## src/rtl/tw4_sequencer_pkg.sv

```systemverilog
// Shared TW4 types: instruction encoding and sequencer state.
package tw4_sequencer_pkg;

   typedef enum logic [3:0] {
      OP_ADD_A_IMM = 4'b0000,
      OP_MOV_A_B   = 4'b0001,
      OP_IN_A      = 4'b0010,
      OP_MOV_A_IMM = 4'b0011,
      OP_MOV_B_A   = 4'b0100,
      OP_ADD_B_IMM = 4'b0101,
      OP_IN_B      = 4'b0110,
      OP_MOV_B_IMM = 4'b0111,
      OP_OUT_B     = 4'b1001,
      OP_OUT_IMM   = 4'b1011,
      OP_JNC       = 4'b1110,
      OP_JMP       = 4'b1111
   } opcode_t;

   typedef struct packed {
      opcode_t    op;
      logic [3:0] imm;
   } instr_t;

   typedef enum logic [1:0] {
      ST_IDLE,
      ST_FETCH,
      ST_EXEC,
      ST_FAULT
   } seq_state_t;

   // Only the two adds produce a carry; every other opcode clears it.
   function automatic logic is_carry_op(input opcode_t op);
      return (op == OP_ADD_A_IMM) || (op == OP_ADD_B_IMM);
   endfunction

endpackage

```

## src/rtl/tw4_fetch_watchdog.sv

```systemverilog
// Counts fetch cycles without an acknowledge; flags the cycle that reaches TIMEOUT.
module tw4_fetch_watchdog #(
   parameter int TIMEOUT = 15
) (
   input  logic clock,
   input  logic reset,
   input  logic clr,
   input  logic en,
   output logic expired
);

   localparam logic [7:0] LAST = 8'(TIMEOUT - 1);

   logic [7:0] cnt_q, cnt_d;

   always_comb begin
      cnt_d = cnt_q;
      if (clr) begin
         cnt_d = '0;
      end else if (en) begin
         cnt_d = cnt_q + 8'd1;
      end
   end

   always_ff @(posedge clock) begin
      if (!reset) begin
         cnt_q <= '0;
      end else begin
         cnt_q <= cnt_d;
      end
   end

   // The current unacknowledged cycle is the TIMEOUT-th one.
   assign expired = en && !clr && (cnt_q == LAST);

endmodule

```

## src/rtl/tw4_sequencer.sv

```systemverilog
// TW4 instruction sequencer: PC/carry ownership, fetch handshake, execute enable, run/step/breakpoint.
module tw4_sequencer
   import tw4_sequencer_pkg::*;
#(
   parameter logic [3:0] RESET_PC = 4'h0,
   parameter int         TIMEOUT  = 15
) (
   input  logic       clock,
   input  logic       reset,
   input  logic       run,
   input  logic       step,
   input  logic       bp_en,
   input  logic [3:0] bp_addr,
   output logic       mem_req,
   output logic [3:0] mem_addr,
   input  logic       mem_ack,
   input  logic [7:0] mem_data,
   output logic [7:0] instr,
   output logic       exec_en,
   input  logic       alu_carry,
   output logic [3:0] pc,
   output logic       carry,
   output logic       halted,
   output logic       fault
);

   seq_state_t state_q, state_d;
   logic [3:0] pc_q, pc_d, pc_next;
   logic       carry_q, carry_d;
   instr_t     instr_q, instr_d;
   logic       mem_req_q, mem_req_d;
   logic       exec_en_q, exec_en_d;
   logic       halted_q, halted_d;
   logic       fault_q, fault_d;
   logic       wd_expired;

   tw4_fetch_watchdog #(.TIMEOUT(TIMEOUT)) u_watchdog (
      .clock   (clock),
      .reset   (reset),
      .clr     (state_q != ST_FETCH),
      .en      ((state_q == ST_FETCH) && !mem_ack),
      .expired (wd_expired)
   );

   // JNC tests the carry held before this instruction updates it.
   always_comb begin
      case (instr_q.op)
         OP_JMP:  pc_next = instr_q.imm;
         OP_JNC:  pc_next = carry_q ? (pc_q + 4'd1) : instr_q.imm;
         default: pc_next = pc_q + 4'd1;
      endcase
   end

   always_comb begin
      state_d = state_q;
      pc_d    = pc_q;
      carry_d = carry_q;
      instr_d = instr_q;
      fault_d = fault_q;
      case (state_q)
         ST_IDLE: begin
            if (run || step) state_d = ST_FETCH;
         end
         ST_FETCH: begin
            if (mem_ack) begin
               instr_d = instr_t'(mem_data);
               state_d = ST_EXEC;
            end else if (wd_expired) begin
               fault_d = 1'b1;
               state_d = ST_FAULT;
            end
         end
         ST_EXEC: begin
            pc_d    = pc_next;
            carry_d = is_carry_op(instr_q.op) ? alu_carry : 1'b0;
            state_d = (run && !(bp_en && (pc_next == bp_addr))) ? ST_FETCH : ST_IDLE;
         end
         ST_FAULT: begin
            state_d = ST_FAULT;
         end
         default: state_d = ST_IDLE;
      endcase
      // Outputs are decoded from the next state so they are registered alongside it.
      mem_req_d = (state_d == ST_FETCH);
      exec_en_d = (state_d == ST_EXEC);
      halted_d  = (state_d == ST_IDLE) || (state_d == ST_FAULT);
   end

   always_ff @(posedge clock) begin
      if (!reset) begin
         state_q   <= ST_IDLE;
         pc_q      <= RESET_PC;
         carry_q   <= 1'b0;
         instr_q   <= '0;
         mem_req_q <= 1'b0;
         exec_en_q <= 1'b0;
         halted_q  <= 1'b1;
         fault_q   <= 1'b0;
      end else begin
         state_q   <= state_d;
         pc_q      <= pc_d;
         carry_q   <= carry_d;
         instr_q   <= instr_d;
         mem_req_q <= mem_req_d;
         exec_en_q <= exec_en_d;
         halted_q  <= halted_d;
         fault_q   <= fault_d;
      end
   end

   assign mem_req  = mem_req_q;
   assign mem_addr = pc_q;
   assign instr    = instr_q;
   assign exec_en  = exec_en_q;
   assign pc       = pc_q;
   assign carry    = carry_q;
   assign halted   = halted_q;
   assign fault    = fault_q;

endmodule

```

## config.mk

```make
export PLATFORM = sky130hd
export DESIGN_NAME = tw4_sequencer
export DESIGN_NICKNAME = d
export VERILOG_FILES = /design/src/rtl/tw4_sequencer_pkg.sv /design/src/rtl/tw4_fetch_watchdog.sv /design/src/rtl/tw4_sequencer.sv
export SDC_FILE = /design/constraint.sdc
export NUM_CORES = 1
export LEC_CHECK = 0
export ABC_AREA = 1
export CORE_MARGIN = 2
export CORE_UTILIZATION = 47
export DETAILED_ROUTE_END_ITERATION = 8
export HOLD_SLACK_MARGIN = 0.12
export PLACE_DENSITY = 0.79
export SYNTH_ARGS = -nofsm -noshare
export SYNTH_HDL_FRONTEND = slang
export SYNTH_SLANG_ARGS = --single-unit
```

## constraint.sdc

```tcl
create_clock -name clock -period 2.4 [get_ports clock]
set_clock_uncertainty 0.15 [all_clocks]
set_input_delay 0.36 -clock clock [delete_from_list [all_inputs] [get_ports clock]]
set_output_delay 0.36 -clock clock [all_outputs]
set_load 0.01 [all_outputs]
```

Yosys cells after proc, flatten, opt, wreduce, memory -nomap -nowiden
Cells that the tools add are included.

cells by class
  add/sub/neg operators = 2
  eq/ne operators = 12
  muxes and demuxes = 8
  bitwise gates (word level) = 2
  reductions and logical operators = 17

operator list
  cell                                                                    number
  8-bit by 1-bit adder with 8-bit output (second input constant)          1
  2-bit equality test (second input constant)                             4
  4-bit equality test (second input constant)                             2
  8-bit by 4-bit equality test with 1-bit output (second input constant)  1
  2-bit case mux with 4 select lines                                      1
  4-bit case mux with 2 select lines                                      1
  2-bit 2-to-1 mux                                                        3
  1-bit logical AND                                                       5
  4-bit by 1-bit adder with 4-bit output (second input constant)          1
  2-bit by 1-bit equality test with 1-bit output (second input constant)  2
  4-bit by 3-bit equality test with 1-bit output (second input constant)  1
  4-bit equality test                                                     1
  2-bit zero test                                                         2
  4-bit zero test                                                         1
  4-bit 2-to-1 mux                                                        1
  1-bit zero test                                                         3
  1-bit logical OR                                                        3
  3-bit AND reduction                                                     1
  1-bit 2-to-1 mux                                                        2
  2-bit by 1-bit != test with 1-bit output (second input constant)        1
  1-bit NOT                                                               2
  2-bit AND reduction                                                     1
  2-bit OR reduction                                                      1

storage, ports and cells
  register bits after elaboration = 27
  input port bits = 19
  output and inout port bits = 21

Longest topological paths before layout
Gate-level depths: netlist (run 1).

  depth after elaboration = 11
  mapped depth = 16
  mapped depth without buffers = 16

Cells and area by module
Synthesis (run 1) repeated with hierarchy kept, for this count alone.

unflattened totals
  cells, all modules = 201
  area, all modules = 1,466.4 um^2

by module, submodules not included
  module              instances  cells an instance  area each (um^2)
  tw4_sequencer       1          145                1,072.3
  tw4_fetch_watchdog  1          56                 394.1

Least setup slack after synthesis (run 1)
Ideal clock, no wire load.

  kind = register to register
  start = register pc_q[0], in the netlist mem_addr[0]
  end = register halted_q, in the netlist halted
  arrival = 1.786 ns
  slack = 0.341 ns
  stages on the path, launching flop included = 16
  buffers on the path = 0
  period minus slack after synthesis = 2.059 ns
  path through = dfxtp_1 ha_1 inv_1 nand2_1 nand2_1 nand2_2 nand2_1 nand2_1 nand2_1 nor2_1 nand3_1 nand2_2 nand2_2 inv_2 ha_1 or2_2

between the ends
  word-level cells in the longest chain between the ends = 11

RTL lines
  item                                                    line                                      text
  start: declaration                                      tw4_sequencer.sv:28                       logic [3:0] pc_q, pc_d, pc_next;
  start signal: assignment                                tw4_sequencer.sv:101                      pc_q <= pc_d;
  4-bit by 1-bit adder with 4-bit output *                tw4_sequencer.sv:49, tw4_sequencer.sv:50
  4-bit 2-to-1 mux                                        tw4_sequencer.sv:49                       OP_JNC: pc_next = carry_q ? (pc_q + 4'd1) : instr_q.imm;
  4-bit case mux with 2 select lines *                    tw4_sequencer.sv:47                       case (instr_q.op)
  4-bit equality test *                                   tw4_sequencer.sv:76                       state_d = (run && !(bp_en && (pc_next == bp_addr))) ? ST_FETCH : ST_IDLE;
  1-bit logical AND *                                     tw4_sequencer.sv:76
  1-bit zero test *                                       tw4_sequencer.sv:76
  1-bit logical AND *                                     tw4_sequencer.sv:76
  1-bit 2-to-1 mux *                                      tw4_sequencer.sv:76
  2-bit case mux with 4 select lines *                    tw4_sequencer.sv:60                       case (state_q)
  via state_d[0]                                          tw4_sequencer.sv:27                       seq_state_t state_q, state_d;
  2-bit equality test or 2-bit zero test (tied branches)  tw4_sequencer.sv:86                       halted_d = (state_d == ST_IDLE) || (state_d == ST_FAULT);
  1-bit logical OR *                                      tw4_sequencer.sv:86
  via halted_d                                            tw4_sequencer.sv:33                       logic halted_q, halted_d;
  end signal: assignment                                  tw4_sequencer.sv:106                      halted_q <= halted_d;
  end: declaration                                        tw4_sequencer.sv:33

Mark *: on every way through the listed nets, which the timed path passes. The rest lies on a longest branch.
A chain may end at the register's enable or synchronous reset.

Worst setup path in the final report (run 1)
Same ends and word-level chain as after synthesis.

==> run_results.csv, run 1 <==
group,metric,value,unit
floorplan,core_area,0.00278,sq mm
detailed_routing,wirelength,2900,um
layout,drive_gt1_share,10.9,%
layout,fin_util,65.5,%
sta,finalWorstSetupSlack,227,ps
placement,place_area,0.00180,sq mm
floorplan,dieHeight,58.4,um
grt,track_usage,19.5,%
cts,cts_setup_buffers,0,
placement,dp_cells,257,
sta,slew_headroom,69.0,%
detailed_routing,ant_nets,0,
power_and_ir_drop,totalPowerFinal,0.876,mW
worst_setup_path,worstPathArrival,2250,ps
sta,drv_slew,0,
detailed_routing,wl_per_cell,11.1,um
placement,place_ws,230,ps
synthesis,ys_dominant_reg_cell,"dfxtp_1",
synthesis,ys_ff_latch,27,
run,maxCapViolations,0,
detailed_routing,via_per_inst,4.88,
synthesis,syn_area_per_cell,7.28,sq um
detailed_routing,drt-met1-wl,1510,um
cts,clkLatencyLatePin,320,ps
sta,hold_viol_final,0,
placement,post-dp-hpwl,2200,um
placement,gp_congestion,0.776,
cts,cts_resized,0,
power_and_ir_drop,peakVddDrop,0.000345,V
worst_setup_path,worst_setup_path_end_kind,"flop",
synthesis,syn-num-nets,215,
sta,min_period,2170,ps
placement,port_buffers,39,
sta,fin_crit_sh,90.6,%
floorplan,rows,19,
synthesis,synth-edff-count,0,
sta,worstMarginPinSlew,460,ps
sta,whs,338,ps
grt,grt_max_degree,16,
cts,cts_max_path_buffers,2,
grt,antenna_found_initial,0,
sta,rsz0062_at_grt,"no",
detailed_routing,wl_met3,105,um
synthesis,synth_top_area_share,38.9,%
layout,final_nets,255,
worst_hold_path,hold_class,"flop to flop",
layout,final_cells,261,
worst_hold_path,hold_start,"instr[3]$_SDFFE_PN0P_",
synthesis,ys_seq_area_share,38.9,%
cts,cts_hold_buf,0,
synthesis,syn_area,0.00139,sq mm
worst_setup_path,path_class,"flop to flop",
detailed_routing,routed.top_layer,"met4",
floorplan,pin_count,40,
sta,setup_viol,0,
detailed_routing,drt_pass1_iterations,4,
worst_setup_path,startpoint,"mem_addr[0]$_SDFFE_PN0P_",
cts,clock-sinks,27,
synthesis,synth_top_cell_by_area,"dfxtp_1",
sta,fmax,460,MHz
outcome,status,"complete, no violations",
worst_setup_path,cp_max_fo,8,
cts,root_buffer,"clkbuf_4",
floorplan,start_util,50.0,%
synthesis,synth.distinct_cells,27,
grt,gr-total-overflow,0,
detailed_routing,vias,1273,
power_and_ir_drop,cellPowerDensity,480,mW/mm^2
detailed_routing,drc,0,
cts,cts_buffers,3,
synthesis,synth_cells,191,
layout,n_antenna_cell,0,
floorplan,fp.dieW,58.4,um
layout,area_delta_synth_final,31.1,%
grt,grt_pass1_vias,1178,
worst_setup_path,crit_required,2480,ps
synthesis,synthArstFlopShare,0,%
floorplan,dieArea,0.00341,sq mm
cts,ctsHtreeMaxLevel,1,
cts,cts_tree,"built",
power_and_ir_drop,p_leak,0.796,nW
sta,tns,0,ps
worst_setup_path,reg2reg_from,"mem_addr[0]$_SDFFE_PN0P_",
detailed_routing,drt_iter0_drc,44,
synthesis,netlist_top_cells_area,"dfxtp_1 39%, inv_1 8.6%, nand2_1 6.8%",
cts,cts.clk_slew.worst_paths,140,ps
detailed_routing,wl_met2,1230,um
layout,fin_area,0.00182,sq mm
worst_setup_path,start_kind,"flop",
grt,grt_pass1_wl,5210,um
layout,fillers,266,
synthesis,yosysWarnings,0,
## where the power goes
part	total, mW	internal [mW]	switching, mW
clock network	0.197	0.0625	0.135
logic	0.186	0.0972	0.0883
registers	0.493	0.472	0.0209
total	0.876	0.631	0.244
## cell type report
cell class | instances | area [sq um] | area share (%)
Clock inverter | 1 | 5.00 | 0.275
Tap cell | 31 | 38.8 | 2.13
Inverter | 35 | 131 | 7.21
Multi-Input combinational cell | 123 | 679 | 37.3
Clock buffer | 3 | 22.5 | 1.24
Timing Repair Buffer | 41 | 405 | 22.2
Sequential cell | 27 | 541 | 29.6
## critical path, stage by stage (launching register included)
cell     delay [ps]
dfxtp_1         490
ha_1            220
inv_1            50
nand2_1          50
nand2_1          60
nand2_2          70
nand2_1          60
nand2_1          60
nand2_1          50
nor2_1           80
nand3_1          80
nand2_2          80
nand2_2          60
inv_2            40
ha_1            210
or2_2           280
## synthesized netlist by cell type, drive strengths merged (2+ instances only)
cell type / count
buf: 5
nor2: 22
nand3: 18
dfxtp: 27
xnor2: 2
o211ai: 2
nor3: 4
ha: 5
o21ai: 18
inv: 35
nand2: 31
nand4: 2
a21oi: 15
## final timing paths
| kind | slack [ps] | depth (start not counted) | to |
|---|---|---|---|
| max | 230 | 15 | halted$_SDFF_PN1_ |
| min | 340 | 2 | instr[3]$_SDFFE_PN0P_ |
| max reg2reg | 230 | 15 | halted$_SDFF_PN1_ |
| min reg2reg | 340 | 2 | instr[3]$_SDFFE_PN0P_ |
## metal layers
metal  global-route usage (%)  vias to the layer above
met5                        0                        -
met4                     8.64                        0
met3                     2.20                        6
met2                     30.0                       29
met1                     27.5                      546
li1                         -                      692
## placed cells by master, fill, tap and decap left out
| cell | synthesis | routed |
|---|---|---|
| a21oi_1 | 15 | 15 |
| and3_1 | 1 | 1 |
| buf_4 | 4 | 2 |
| clkbuf_4 | 0 | 3 |
| clkdlybuf4s50_1 | 0 | 39 |
| clkinv_2 | 0 | 1 |
| dfxtp_1 | 27 | 27 |
| ha_1 | 5 | 5 |
| inv_1 | 32 | 32 |
| inv_2 | 3 | 3 |
| nand2_1 | 25 | 25 |
| nand2_2 | 5 | 5 |
| nand2_4 | 1 | 1 |
| nand3_1 | 17 | 17 |
| nand3_2 | 1 | 1 |
| nand4_1 | 2 | 2 |
| nor2_1 | 17 | 17 |
| nor2_2 | 4 | 4 |
| nor2_8 | 1 | 1 |
| nor3_1 | 3 | 3 |
| nor3_2 | 1 | 1 |
| nor3b_4 | 1 | 1 |
| nor4_1 | 1 | 1 |
| o211ai_1 | 2 | 2 |
| o21ai_0 | 17 | 17 |
| o21ai_2 | 1 | 1 |
| or2_2 | 1 | 1 |
| xnor2_1 | 2 | 2 |
## state kept, by name, summed over array words and instances (netlist names)
register / cells
u_watchdog.cnt_q: 8
mem_addr: 4
instr: 8
state_q: 2
carry: 1
halted: 1
exec_en: 1
mem_req: 1
fault: 1
## cell families (layout without fill, tap and decap cells)
family,count (synthesis),after routing,share of synthesized area (%)
buffers and inverters,41,80,12.2
AND/OR/NAND/NOR,81,81,29.9
AO/OA/AOI/OAI,35,35,13.2
adder cells (fa/ha/maj),5,5,4.50
XOR/XNOR,2,2,1.26
flip-flops,27,27,38.9
No activity file was read; power rests on OpenSTA's default activity.
==> run 2: changes to the inputs <==
- TNS_END_PERCENT: default -> 20
==> results of run 2 <==
The final DEF is identical to that of run 1; final timing and power are the same.
==> run 3: changes to the inputs <==
- CELL_PAD_IN_SITES_DETAIL_PLACEMENT: default -> 0
- CELL_PAD_IN_SITES_GLOBAL_PLACEMENT: default -> 1
- CORE_UTILIZATION: 47 -> 33
- PLACE_DENSITY: 0.79 -> default
- PLACE_DENSITY_LB_ADDON: default -> 0.1
==> run 3 against run 2 <==
  * Critical path depth shrank 2
  * Via count grew 1.0%
  * Power grew 8.8%
  * Sequential share of layout area shrank 0.83 points
  * Final area grew 2.9%
  * Global-route usage shrank 4.1 points
  * Wire length grew 13%
  * Core utilization shrank 19 points
  * Register-to-register slack lost 20 ps
  * First-iteration DRC count grew 23%
  * Combinational power grew 3%
  * Critical endpoint unchanged
  * Largest cell class unchanged
==> run_results.csv, run 3 (synthesis gave the netlist of run 1 again) <==
group,metric,value,unit
outcome,status,"complete, no violations",
power_and_ir_drop,p_leak,0.805,nW
detailed_routing,wirelength,3270,um
worst_setup_path,path_class,"flop to flop",
cts,cts_hold_buf,0,
worst_setup_path,crit_required,2420,ps
worst_setup_path,worstPathArrival,2210,ps
power_and_ir_drop,peakVddDrop,0.000428,V
worst_hold_path,hold_class,"flop to flop",
sta,setup_viol,0,
sta,hold_viol_final,0,
grt,grt_pass1_vias,1173,
cts,cts_setup_buffers,0,
sta,min_period,2190,ps
grt,antenna_found_initial,0,
worst_setup_path,start_kind,"flop",
worst_setup_path,slowest_delay,400,ps
placement,post-dp-hpwl,2490,um
detailed_routing,vias,1286,
sta,worstMarginPinSlew,501,ps
floorplan,start_util,34.5,%
placement,gp_congestion,0.776,
detailed_routing,drc,0,
grt,grt_max_degree,17,
worst_setup_path,crit_slowest_cell,"dfxtp_1",
sta,whs,332,ps
layout,area_delta_synth_final,34.9,%
sta,rsz0062_at_grt,"no",
sta,fin_crit_sh,91.3,%
worst_setup_path,cp_max_fo,7,
floorplan,rows,23,
floorplan,pin_count,40,
floorplan,dieArea,0.00475,sq mm
power_and_ir_drop,cellPowerDensity,508,mW/mm^2
placement,port_buffers,39,
cts,cts_tree,"built",
cts,clkLatencyLatePin,270,ps
sta,tns,0,ps
worst_setup_path,worst_setup_path_end_kind,"flop",
detailed_routing,drt_pass1_iterations,4,
detailed_routing,ant_nets,0,
sta,drv_slew,0,
detailed_routing,drt_iter0_drc,54,
floorplan,dieHeight,68.9,um
layout,n_antenna_cell,0,
cts,cts.clk_slew.worst_paths,100,ps
worst_setup_path,worstPathCellList,"inv_1 -> nand2_1 -> nand2_4 -> nand3_1 -> nand2_1 -> nand2_1 -> nand2_1 -> nand3_1 -> nand2_2 -> nand2_2 -> inv_2 -> ha_1 -> or2_2",
grt,gr-total-overflow,0,
layout,final_nets,256,
grt,track_usage,15.4,%
floorplan,fp.dieW,68.9,um
cts,root_buffer,"clkbuf_8",
worst_setup_path,crit_buf_inv,2,
cts,clock-sinks,27,
cts,cts_max_path_buffers,2,
cts,ctsHtreeMaxLevel,1,
worst_setup_path,cpMostUsedCell,"nand2_1",
cts,cts_resized,0,
detailed_routing,wl_per_cell,11.6,um
layout,layout_commonest_cell,"clkdlybuf4s50_1",
floorplan,core_area,0.00403,sq mm
run,maxCapViolations,0,
sta,fmax,456,MHz
layout,drive_gt1_share,11.3,%
worst_setup_path,cp_top_family,"simple AND/OR/NAND/NOR gates",
sta,slew_headroom,66.3,%
detailed_routing,via_per_inst,4.58,
layout,final_cell_mix,"39 x clkdlybuf4s50_1, 32 x inv_1, 27 x dfxtp_1",
layout,fillers,405,
grt,grt_pass1_wl,5400,um
cts,cts_buffers,3,
## run 3: changes by cell type in the layout (fill, tap and decap cells not counted)
| cell | change |
|---|---|
| clkbuf_4 | -3 |
| clkbuf_8 | +3 |
| buf_4 | +1 |
| clkinv_2 | -1 |
| clkinvlp_4 | +1 |
## run 3: path summary, 6_finish.rpt
kind                         startpoint                  to  slack (ps)  cells past startpoint
setup / recovery  instr[4]$_SDFFE_PN0P_   halted$_SDFF_PN1_         210                     13
hold / removal       fault$_SDFFE_PN0P_  fault$_SDFFE_PN0P_         330                      2
setup reg to reg  instr[4]$_SDFFE_PN0P_   halted$_SDFF_PN1_         210                     13
hold reg to reg      fault$_SDFFE_PN0P_  fault$_SDFFE_PN0P_         330                      2
## run 3: per-stage QoR
step	utilization, %	setup WS (ps)	cell area (sq um)	cells	power, mW
6_report	46.6	208	1880	281	0.953
5_1_grt	46.6	47.1	1880	281	1.01
2_1_floorplan	-	341	1390	191	0.596
3_3_place_gp	45.3	234	1830	277	0.690
4_1_cts	46.6	215	1880	281	0.968
3_5_place_dp	45.3	222	1830	277	0.692
## run 3: worst register-to-register path, cell delays in order (launching register included)
cell and delay [ps]:
dfxtp_1 400, inv_1 70, nand2_1 200, nand2_4 120
nand3_1 120, nand2_1 80, nand2_1 60, nand2_1 60
nand3_1 100, nand2_2 60, nand2_2 70, inv_2 30
ha_1 270, or2_2 280
## run 3: metal layers
metal / vias up / track usage, % / wire (um)
met3: 2 / 3.73 / 169
met1: 557 / 22.9 / 1760
met4: 0 / 2.45 / 17
met2: 42 / 22.8 / 1320
met5: - / 0 / 0
li1: 685 / - / -
## run 3: report_power, final
group,leakage (nW),internal [mW],switching (mW)
registers,0.220,0.471,0.0204
logic,0.563,0.0988,0.0919
clock network,0.0217,0.118,0.152
total,0.805,0.688,0.265
## run 3: area by class of cell
class / instances / area, sq um / area share (%)
clock inverter: 1 / 7.51 / 0.400
clock buffer: 3 / 41.3 / 2.20
multi-input combinational: 123 / 679 / 36.2
sequential: 27 / 541 / 28.8
timing repair buffer: 42 / 413 / 22.0
tap: 50 / 62.6 / 3.34
inverter: 35 / 131 / 7.00
